## config.mk

```make
export PLATFORM = sky130hd
export DESIGN_NAME = instr_loader
export DESIGN_NICKNAME = d
export VERILOG_FILES = /design/src/rtl/instr_loader_pkg.sv /design/src/rtl/instr_loader_word_assembler.sv /design/src/rtl/instr_loader.sv
export SDC_FILE = /design/constraint.sdc
export NUM_CORES = 1
export LEC_CHECK = 0
export CORE_MARGIN = 2
export CORE_UTILIZATION = 30
export CTS_CLUSTER_SIZE = 40
export DETAILED_ROUTE_END_ITERATION = 6
export GPL_ROUTABILITY_DRIVEN = 0
export MAX_ROUTING_LAYER = met4
export SLEW_MARGIN = 20
export SYNTH_ARGS = -nofsm -noshare
export SYNTH_HDL_FRONTEND = slang
export SYNTH_SLANG_ARGS = --single-unit
```

## constraint.sdc

```tcl
create_clock -name clock -period 2.2 [get_ports clock]
set_input_delay 0.22 -clock clock [delete_from_list [all_inputs] [get_ports clock]]
set_output_delay 0.22 -clock clock [all_outputs]
set_load 0.02 [all_outputs]
```

## src/rtl/instr_loader_pkg.sv

```systemverilog
// Shared types and defaults for the boot-time instruction loader.
package loader_pkg;

  typedef enum logic [1:0] {
    IDLE  = 2'd0,
    LOAD  = 2'd1,
    WRITE = 2'd2,
    RUN   = 2'd3
  } state_e;

  localparam int unsigned BYTES_PER_WORD     = 4;
  localparam int unsigned WORD_WIDTH         = 8 * BYTES_PER_WORD;
  localparam int unsigned DEFAULT_ADDR_WIDTH = 5;
  localparam int unsigned DEFAULT_WORD_COUNT = 8;

endpackage

```

## src/rtl/instr_loader_word_assembler.sv

```systemverilog
// Packs accepted bytes MSB-first into a word; flags the byte that completes it.
module word_assembler
  import loader_pkg::*;
(
  input  logic                  clock,
  input  logic                  reset,
  input  logic                  clear,
  input  logic                  shiftEnable,
  input  logic [7:0]            byteData,
  output logic [WORD_WIDTH-1:0] word,
  output logic                  wordComplete
);

  localparam int unsigned CW = $clog2(BYTES_PER_WORD);

  logic [WORD_WIDTH-1:0] shift_q, shift_d;
  logic [CW-1:0]         count_q, count_d;

  always_comb begin
    shift_d = shift_q;
    count_d = count_q;
    if (shiftEnable) begin
      shift_d = {shift_q[WORD_WIDTH-9:0], byteData};
      count_d = count_q + CW'(1);
    end
  end

  // Word as it stands including the incoming byte; valid when wordComplete.
  assign word         = {shift_q[WORD_WIDTH-9:0], byteData};
  assign wordComplete = shiftEnable && (count_q == CW'(BYTES_PER_WORD - 1));

  always_ff @(posedge clock) begin
    if (reset || clear) begin
      shift_q <= '0;
      count_q <= '0;
    end else begin
      shift_q <= shift_d;
      count_q <= count_d;
    end
  end

endmodule

```

## src/rtl/instr_loader.sv

```systemverilog
// Loads a byte-streamed image into instruction memory, then releases the PC.
module instr_loader
  import loader_pkg::*;
#(
  parameter int unsigned ADDR_WIDTH = DEFAULT_ADDR_WIDTH,
  parameter int unsigned WORD_COUNT = DEFAULT_WORD_COUNT
) (
  input  logic                  clock,
  input  logic                  reset,
  input  logic                  start,
  input  logic                  byteValid,
  input  logic [7:0]            byteData,
  output logic                  byteReady,
  output logic                  memWriteEnable,
  output logic [ADDR_WIDTH-1:0] memWriteAddress,
  output logic [WORD_WIDTH-1:0] memWriteData,
  output logic                  enablePC,
  output logic                  done
);

  localparam int unsigned    IW        = ADDR_WIDTH - 2;
  localparam logic [IW-1:0]  LAST_WORD = IW'(WORD_COUNT - 1);

  state_e                state_q;
  logic [IW-1:0]         wordIndex_q;
  logic                  byteReady_q;
  logic                  memWriteEnable_q;
  logic [ADDR_WIDTH-1:0] memWriteAddress_q;
  logic [WORD_WIDTH-1:0] memWriteData_q;
  logic                  enablePC_q;
  logic                  done_q;

  logic                  shiftEnable;
  logic [WORD_WIDTH-1:0] asmWord;
  logic                  wordComplete;

  assign shiftEnable = byteValid && byteReady_q;

  word_assembler u_word_assembler (
    .clock        (clock),
    .reset        (reset),
    .clear        (state_q == IDLE),
    .shiftEnable  (shiftEnable),
    .byteData     (byteData),
    .word         (asmWord),
    .wordComplete (wordComplete)
  );

  always_ff @(posedge clock) begin
    if (reset) begin
      state_q           <= IDLE;
      wordIndex_q       <= '0;
      byteReady_q       <= 1'b0;
      memWriteEnable_q  <= 1'b0;
      memWriteAddress_q <= '0;
      memWriteData_q    <= '0;
      enablePC_q        <= 1'b0;
      done_q            <= 1'b0;
    end else begin
      memWriteEnable_q <= 1'b0;
      unique case (state_q)
        IDLE: begin
          wordIndex_q <= '0;
          if (start) begin
            state_q     <= LOAD;
            byteReady_q <= 1'b1;
          end
        end
        LOAD: begin
          // Address/data are captured with the strobe so they hold afterwards.
          if (wordComplete) begin
            state_q           <= WRITE;
            byteReady_q       <= 1'b0;
            memWriteEnable_q  <= 1'b1;
            memWriteAddress_q <= {wordIndex_q, 2'b00};
            memWriteData_q    <= asmWord;
          end
        end
        WRITE: begin
          if (wordIndex_q == LAST_WORD) begin
            state_q    <= RUN;
            enablePC_q <= 1'b1;
            done_q     <= 1'b1;
          end else begin
            state_q     <= LOAD;
            wordIndex_q <= wordIndex_q + IW'(1);
            byteReady_q <= 1'b1;
          end
        end
        RUN: begin
          state_q <= RUN;
        end
        default: state_q <= IDLE;
      endcase
    end
  end

  assign byteReady       = byteReady_q;
  assign memWriteEnable  = memWriteEnable_q;
  assign memWriteAddress = memWriteAddress_q;
  assign memWriteData    = memWriteData_q;
  assign enablePC        = enablePC_q;
  assign done            = done_q;

endmodule

```

==> metrics, run 1 <==
Initial Util=0.311; first-pass GRT wire length=8.51 mm; flops & latches, synth=69; initial antenna violation count=0; Layout area overhead=28.2%; ranking of synthesized cells by area=dfxtp_1 58%, a22o_1 11%, nand2_1 8.3%; final setup vio count=0; via/cell ratio=4.57; Post-Synthesis Cells=232; area fraction of the dominant cell type after synthesis=0.575; fin nets=293; Synth area leader=dfxtp_1; Final Cycle Share=0.746; Post-Route WL=5.13 mm; GR Util met1=0.172; syn_area_per_cell=10.3 µm²; Slew Viols, Final=0; fmax=0.609 GHz; GR Util met2=0.180; post_cts resized=0; IO Port Bufs=50; ant diodes=0; vias in the first global route=1,679; core area=0.00773 mm²; grt met3 use=0.0532; Layout Skew=8.13 ps; Fin. Hold Viols=0; die height=93.5 µm; # DRC=0; static leakage=1.08 nW; most frequent cells in the layout=69 x dfxtp_1, 53 x nand2_1, 50 x clkdlybuf4s50_1; RSZ-0062 raised after global routing=false; Clk Latency, worst-skew pair=330 ps; via count=1,745; overall global routing resource usage=0.128; largest net degree at the start of global routing=38; FP Rows=32; Root Buffer=clkbuf_8; Worst VDD drop=329 µV; CTS H-tree depth=3; Logic pwr share=0.039; power share of the clock group=0.405; headroom to the max-slew limit=0.264; Die Area=0.00873 mm²; outcome=finished clean; # hold bufs at CTS=0; sw power=0.479 mW; synthesized area=0.00240 mm²; Worst-path clk slew=70 ps; Layout fillers=777; Top FF cell, synth=dfxtp_1; Routed Antenna Nets=0; FFs w/ async S/R, synth=0; Pwr per Cell Area=737 mW/mm²; Setup Buffers After CTS=0; CP Max Fanout=26; WP data arrival=1810 ps; wire length per cell after detailed routing=13.4 µm; First-pass DRT Iterations=4; Seq/Total Area, Yosys=0.575; Post-synth EDFFs=0; Clock Tree Buf Depth=2; post-synth cell types=27; total global routing overflow=0; crit start category=register; Sw Ratio=0.211; Crit Path Class=reg2reg; Critical Path RT=2360 ps; GR peak layer=met2; DP Wirelength=3.21 mm; Internal=1.79 mW; crit end category=register; final core area utilization=0.398; yosys warns=0; worst slew pin tran=1100 ps; CTS Sinks=69; total clock buffers created by CTS=9; die width=93.5 µm; clock tree from TritonCTS=done; I/O pin cnt=53; commonest non-fill, non-tap cell in the layout=dfxtp_1; share of cells above drive strength 1=0.0964; crit path time final=1640 ps; Setup TNS Final=0 ps; worst hold path class=reg2reg; DR iter-0 viols=100; Max Cap Viol=0; Reg power frac=0.557
[sequential cells by signal, indices dropped and copies added, names as in the netlist]
| name | count |
|---|---|
| u_word_assembler.shift_q | 24 |
| memWriteEnable | 1 |
| u_word_assembler.count_q | 2 |
| wordIndex_q | 3 |
| state_q | 2 |
| byteReady | 1 |
| done | 1 |
| memWriteAddress | 3 |
| memWriteData | 32 |
[area by class of cell]
type	count	area, µm²	share of cell area
clock buffers	10	128	0.0415
clock inverters	3	40.0	0.0130
inverters	1	3.75	0.00122
multi-input cells	143	867	0.282
flip-flops and latches	69	1380	0.449
well taps	102	128	0.0415
repair buffers	54	531	0.172
[cells by family (layout without fill, tap and decap cells)]
| logic type | Yosys count | count (layout) | share of synthesized area |
|---|---|---|---|
| AO/OA/AOI/OAI | 72 | 72 | 0.220 |
| XOR/XNOR | 1 | 1 | 0.00365 |
| adder cells (fa/ha/maj) | 3 | 3 | 0.0156 |
| buffers and inverters | 21 | 68 | 0.0651 |
| flip-flops | 69 | 69 | 0.575 |
| other | 1 | 2 | 0.00156 |
| AND/OR/NAND/NOR | 65 | 65 | 0.118 |
[power by group through the flow]
stage	Sequential [mW]	Combinational, mW	Clock [mW]
4_1_cts	1.26	0.0886	0.948
3_3_place_gp	1.29	0.0873	0
6_report	1.26	0.0876	0.918
2_1_floorplan	1.29	0.0621	0
3_5_place_dp	1.29	0.0883	0
5_1_grt	1.26	0.0957	1.00
[Yosys cell counts, drive strengths merged (2+ instances only)]
library cell  number
ha                 3
dfxtp             69
nor2               6
clkbuf             4
nand2             53
buf               16
a31oi              3
a21oi             27
a22o              35
nand3              2
[worst max-delay path, stage by stage (launching register included)]
cell      delay (ps)
dfxtp_1          450
o21bai_2         930
a21oi_1           90
[path summary, 6_finish.rpt]
kind | startpoint | end | slack (ps) | cells after the start
hold reg to reg | u_word_assembler.shift_q[23] | u_word_assembler.shift_q[23] | 460 | 2
setup reg to reg | state_q[1] | u_word_assembler.shift_q[10] | 560 | 2
hold / removal | u_word_assembler.shift_q[23] | u_word_assembler.shift_q[23] | 460 | 2
setup / recovery | state_q[1] | u_word_assembler.shift_q[10] | 560 | 2
[metal layers]
metal | wire length [µm] | up-vias
met5 | 0 | -
met4 | 38 | 0
met3 | 278 | 4
met2 | 2210 | 49
met1 | 2600 | 798
li1 | - | 894
[per-stage QoR]
step	hold slack, ps	area [µm²]	setup WS, ps	total power, mW	std cells
floorplan	343	2400	817	1.35	233
global placement	444	2910	496	1.38	369
detailed placement	451	2910	460	1.38	369
CTS	459	3080	546	2.30	382
global route	484	3080	424	2.36	382
finish	458	3080	559	2.27	382
(Power assumes the default switching activity.)
==> run 2: changes to the inputs <==
Clock period 2.2 ns to 1.58 ns, I/O delays scaled along.
==> metrics, run 2 (synthesized netlist as in run 1, its figures left out) <==
fmax=0.677 GHz; Post-Route WL=5.18 mm (+0.99%); initial antenna violation count=0 (unchanged); ant diodes=0 (unchanged); Crit path largest cell delay=620 ps (-310 ps); Critical Path Start=memWriteData[13]; total global routing overflow=0 (unchanged); Layout Skew=8.35 ps (+0.221 ps); Min Hold Slack=402 ps (-55.5 ps); overall global routing resource usage=0.132 (+0.00440); Slew Viols, Final=0 (unchanged); Setup Buffers After CTS=0 (unchanged); multi-input logic area=867 µm² (unchanged); die height=93.5 µm (unchanged); WP data arrival=1320 ps (-490 ps); DR iter-0 viols=59 (-41%); CP max stage cell=clkdlybuf4s50_1; cell area after layout=0.00322 mm² (+4.7%); total clock buffers created by CTS=9 (unchanged); Max Cap Viol=0 (unchanged); r2r startpoint=u_word_assembler.count_q[0]; fin nets=298 (+1.7%); core area=0.00773 mm² (unchanged); pre-CTS setup slack=-9.50 ps (-470 ps); I/O pin cnt=53 (unchanged); sequential cell area=0.00138 mm² (unchanged); via count=1,761 (+0.92%); static leakage=1.15 nW (+6.9%); Pwr per Cell Area=1080 mW/mm² (+47%); share of cells above drive strength 1=0.122 (+0.0251); crit path time final=1480 ps; # hold bufs at CTS=0 (unchanged); Clk Latency, worst-skew pair=340 ps (about the same); Top Family by Delay on Critical Path=buffers and inverters; first-pass GRT wire length=8.52 mm (about the same); CTS Sinks=69 (unchanged); First-pass DRT Iterations=5 (+1); vias in the first global route=1,688 (+0.54%); met3 wire len=284 µm (+2.2%); RSZ-0062 raised after global routing=false; Routed met2 length=2.35 mm (+6.1%); Layout area overhead=34.2%; Routed Antenna Nets=0 (unchanged); FP Rows=32 (unchanged); final worst slack=102 ps (-456 ps); Routed met1 length=2.48 mm (-4.7%); Die Area=0.00873 mm² (unchanged); Setup TNS Final=0 ps (unchanged); crit start category=register; Worst-path clk slew=70 ps (about the same); Worst R2R End=memWriteData[24]; Buf/Inv on CP=1 (+1); wire length per cell after detailed routing=13.3 µm (-1.1%); Crit path depth=1 (-1); final setup vio count=0 (unchanged); Root Buffer=clkbuf_8; crit end category=output port; Clock Tree Buf Depth=2 (unchanged); Layout fillers=758 (-2.4%); Worst VDD drop=385 µV (+17%); CP Cell Sequence=clkdlybuf4s50_1; # DRC=0 (unchanged); Critical Path RT=1420 ps (-940 ps); max reg flops=32 (unchanged); Initial Util=0.311 (unchanged); commonest non-fill, non-tap cell in the layout=dfxtp_1; highest metal used=met4; Fin. Hold Viols=0 (unchanged); outcome=finished clean; Final Cycle Share=0.935; Crit Path Class=reg2out; most frequent cells in the layout=69 x dfxtp_1, 53 x nand2_1, 49 x clkdlybuf4s50_1; largest net degree at the start of global routing=37 (-2.6%); via/cell ratio=4.52 (-1.2%); Area after DPL=0.00300 mm² (+3.0%); die width=93.5 µm (unchanged); clock tree from TritonCTS=done; DP Wirelength=3.35 mm (+4.3%); CP Max Fanout=2 (-92%); post_cts resized=1 (+1); CTS H-tree depth=3 (unchanged); Worst Setup EP=memWriteData[13]; number of cells on the worst reg-to-reg path=5 (+3); IO Port Bufs=50 (unchanged); reg2reg setup slack=160 ps (-400 ps); worst hold path class=in2reg
## run 2: cell types whose count changed in the layout (fill, tap and decap cells not counted)
cell / delta
buf_12: +4
bufinv_16: +1
clkdlybuf4s50_1: -1
clkbuf_8: +2
buf_4: +1
dlygate4sd2_1: +1
## run 2: how the worst min path moves through the flow
stage | end | slack, ps | depth (start not counted) | from
floorplan | state_q[0] | 280 | 1 | start
detailed placement | u_word_assembler.shift_q[22] | 450 | 2 | u_word_assembler.shift_q[22]
global route | u_word_assembler.shift_q[6] | 410 | 3 | byteData[6]
finish | u_word_assembler.shift_q[5] | 400 | 3 | byteData[5]
global placement | u_word_assembler.shift_q[21] | 440 | 2 | u_word_assembler.shift_q[21]
CTS | u_word_assembler.shift_q[5] | 390 | 3 | byteData[5]
## run 2: report_power, final
| group | internal [mW] | switching, mW |
|---|---|---|
| Clock | 0.970 | 0.625 |
| Combinational | 0.0628 | 0.0821 |
| Sequential | 1.75 | 0.00783 |
## run 2: routing by layer
metal / GRT usage / up-vias
li1: - / 907
met3: 0.0572 / 6
met4: 0.0441 / 0
met2: 0.188 / 48
met1: 0.169 / 800
met5: - / -
## run 2: area by class of cell
class / count / share of cell area
sequential: 69 / 0.429
multi-input combinational: 143 / 0.269
timing repair buffer: 59 / 0.191
clock buffer: 12 / 0.0482
tap: 102 / 0.0396
clock inverter: 4 / 0.0217
inverter: 1 / 0.00117
## run 2: stage by stage
stage,utilization,std cells,power [mW]
floorplan,-,233,1.88
global placement,0.388,374,1.94
detailed placement,0.388,374,1.94
CTS,0.417,390,3.54
global route,0.417,390,3.64
finish,0.417,390,3.49
==> run 3: changes to the inputs <==
Settings changed: CORE_MARGIN 2 to 4, RECOVER_POWER from default to 25.
==> metrics, run 3 (synthesized netlist as in run 1, its figures left out) <==
initial antenna violation count=0 (unchanged); pre-CTS setup slack=1.94 ps (+11.4 ps); CTS Sinks=69 (unchanged); wire length per cell after detailed routing=13.6 µm (+2.7%); Layout Skew=10.4 ps (+2.03 ps); I/O pin cnt=53 (unchanged); clock tree from TritonCTS=done; WP data arrival=1320 ps (about the same); RSZ-0062 raised after global routing=false; fmax=0.675 GHz (-0.29%); DR iter-0 viols=83 (+41%); via/cell ratio=4.58 (+1.5%); fin nets=300 (+0.67%); total clock buffers created by CTS=9 (unchanged); Crit Path Class=reg2out; final worst slack=98.2 ps (-4.27 ps); commonest non-fill, non-tap cell in the layout=dfxtp_1; Pwr per Cell Area=1040 mW/mm² (-4.2%); die width=97.5 µm (+4.3%); Setup TNS Final=0 ps (unchanged); ant diodes=0 (unchanged); crit start category=register; Crit path largest cell delay=620 ps (about the same); CP Cell Sequence=clkdlybuf4s50_1; total global routing overflow=0 (unchanged); Routed met1 length=2.51 mm (+1.5%); Clock Tree Buf Depth=2 (unchanged); # DRC=0 (unchanged); overall global routing resource usage=0.118 (-0.0140); Root Buffer=clkbuf_8; Max Cap Viol=0 (unchanged); # hold bufs at CTS=0 (unchanged); highest metal used=met4; CTS H-tree depth=3 (unchanged); Top Family by Delay on Critical Path=buffers and inverters; Clk Latency, worst-skew pair=340 ps (about the same); crit end category=output port; First-pass DRT Iterations=5 (unchanged); Routed Antenna Nets=0 (unchanged); IO Port Bufs=50 (unchanged); DP Wirelength=3.48 mm (+3.8%); Fin. Hold Viols=0 (unchanged); FP Rows=32 (unchanged); Buf/Inv on CP=1 (unchanged); worst hold path class=in2reg; vias in the first global route=1,849 (+9.5%); Critical Path RT=1420 ps (about the same); outcome=finished clean; via count=1,797 (+2.0%); Slew Viols, Final=0 (unchanged); max reg flops=32 (unchanged); largest net degree at the start of global routing=27 (-27%); share of cells above drive strength 1=0.131 (+0.00951); CP max stage cell=clkdlybuf4s50_1; Worst VDD drop=326 µV (-15%); Min Hold Slack=395 ps (-6.88 ps); static leakage=1.16 nW (+0.52%); Die Area=0.00950 mm² (+8.7%); met3 wire len=298 µm (+4.9%); die height=97.5 µm (+4.3%); most frequent cells in the layout=69 x dfxtp_1, 53 x nand2_1, 49 x clkdlybuf4s50_1; CP Max Fanout=2 (unchanged); Layout area overhead=34.5%; Layout fillers=774 (+2.1%); final setup vio count=0 (unchanged); Worst-path clk slew=80 ps (about the same); power consumption=3.36 mW (-3.9%); Initial Util=0.309 (-0.00160); core area=0.00777 mm² (+0.52%); Setup Buffers After CTS=0 (unchanged); Post-Route WL=5.35 mm (+3.3%); crit path time final=1480 ps (+4.27 ps); Routed met2 length=2.48 mm (+5.5%); first-pass GRT wire length=8.84 mm (+3.7%); Final Cycle Share=0.938 (+0.00270)
[run 3: routing by layer]
metal / GRT usage / vias to the layer above
li1: - / 916
met1: 0.140 / 833
met2: 0.186 / 44
met3: 0.0445 / 4
met4: 0.0415 / 0
met5: - / -
[run 3: area by class of cell]
type                       count  area [µm²]  area share
timing repair buffer          61         644       0.200
clock buffer                   9         124      0.0384
sequential                    69        1380       0.428
tap                          102         128      0.0395
clock inverter                 7        78.8      0.0244
multi-input combinational    143         870       0.269
inverter                       1        3.75     0.00116
[run 3: where the power goes]
group	total [mW]	switching (mW)	internal, mW
Clock	1.45	0.702	0.751
Sequential	1.75	0.00749	1.74
Combinational	0.151	0.0840	0.0671
Total	3.36	0.794	2.56
[run 3: final timing paths]
check	slack, ps	cells past startpoint	start	to
worst max-delay path	100	1	memWriteData[4]	memWriteData[4]
worst min-delay path	400	3	byteData[0]	u_word_assembler.shift_q[0]
worst max register to register	160	5	wordIndex_q[0]	byteReady
worst min register to register	460	2	u_word_assembler.shift_q[21]	u_word_assembler.shift_q[21]
[run 3: metrics by stage]
| stage | cells | utilization | area, µm² |
|---|---|---|---|
| 2_1_floorplan | 233 | - | 2400 |
| 6_report | 392 | 0.416 | 3230 |
| 3_5_place_dp | 376 | 0.389 | 3030 |
| 4_1_cts | 392 | 0.415 | 3230 |
| 3_3_place_gp | 376 | 0.389 | 3030 |
| 5_1_grt | 392 | 0.416 | 3230 |
[run 3: worst min-delay path: cells and delay by family]
| family | cells | cell delay (ps) |
|---|---|---|
| AO/OA/AOI/OAI | 1 | 50 |
| AND/OR/NAND/NOR | 1 | 60 |
| buffers and inverters | 1 | 420 |
[run 3: what timing repair did]
action                     4_1_cts  5_1_grt
resized for setup                1        1
setup endpoints to repair        1        1
cloned                           0        0
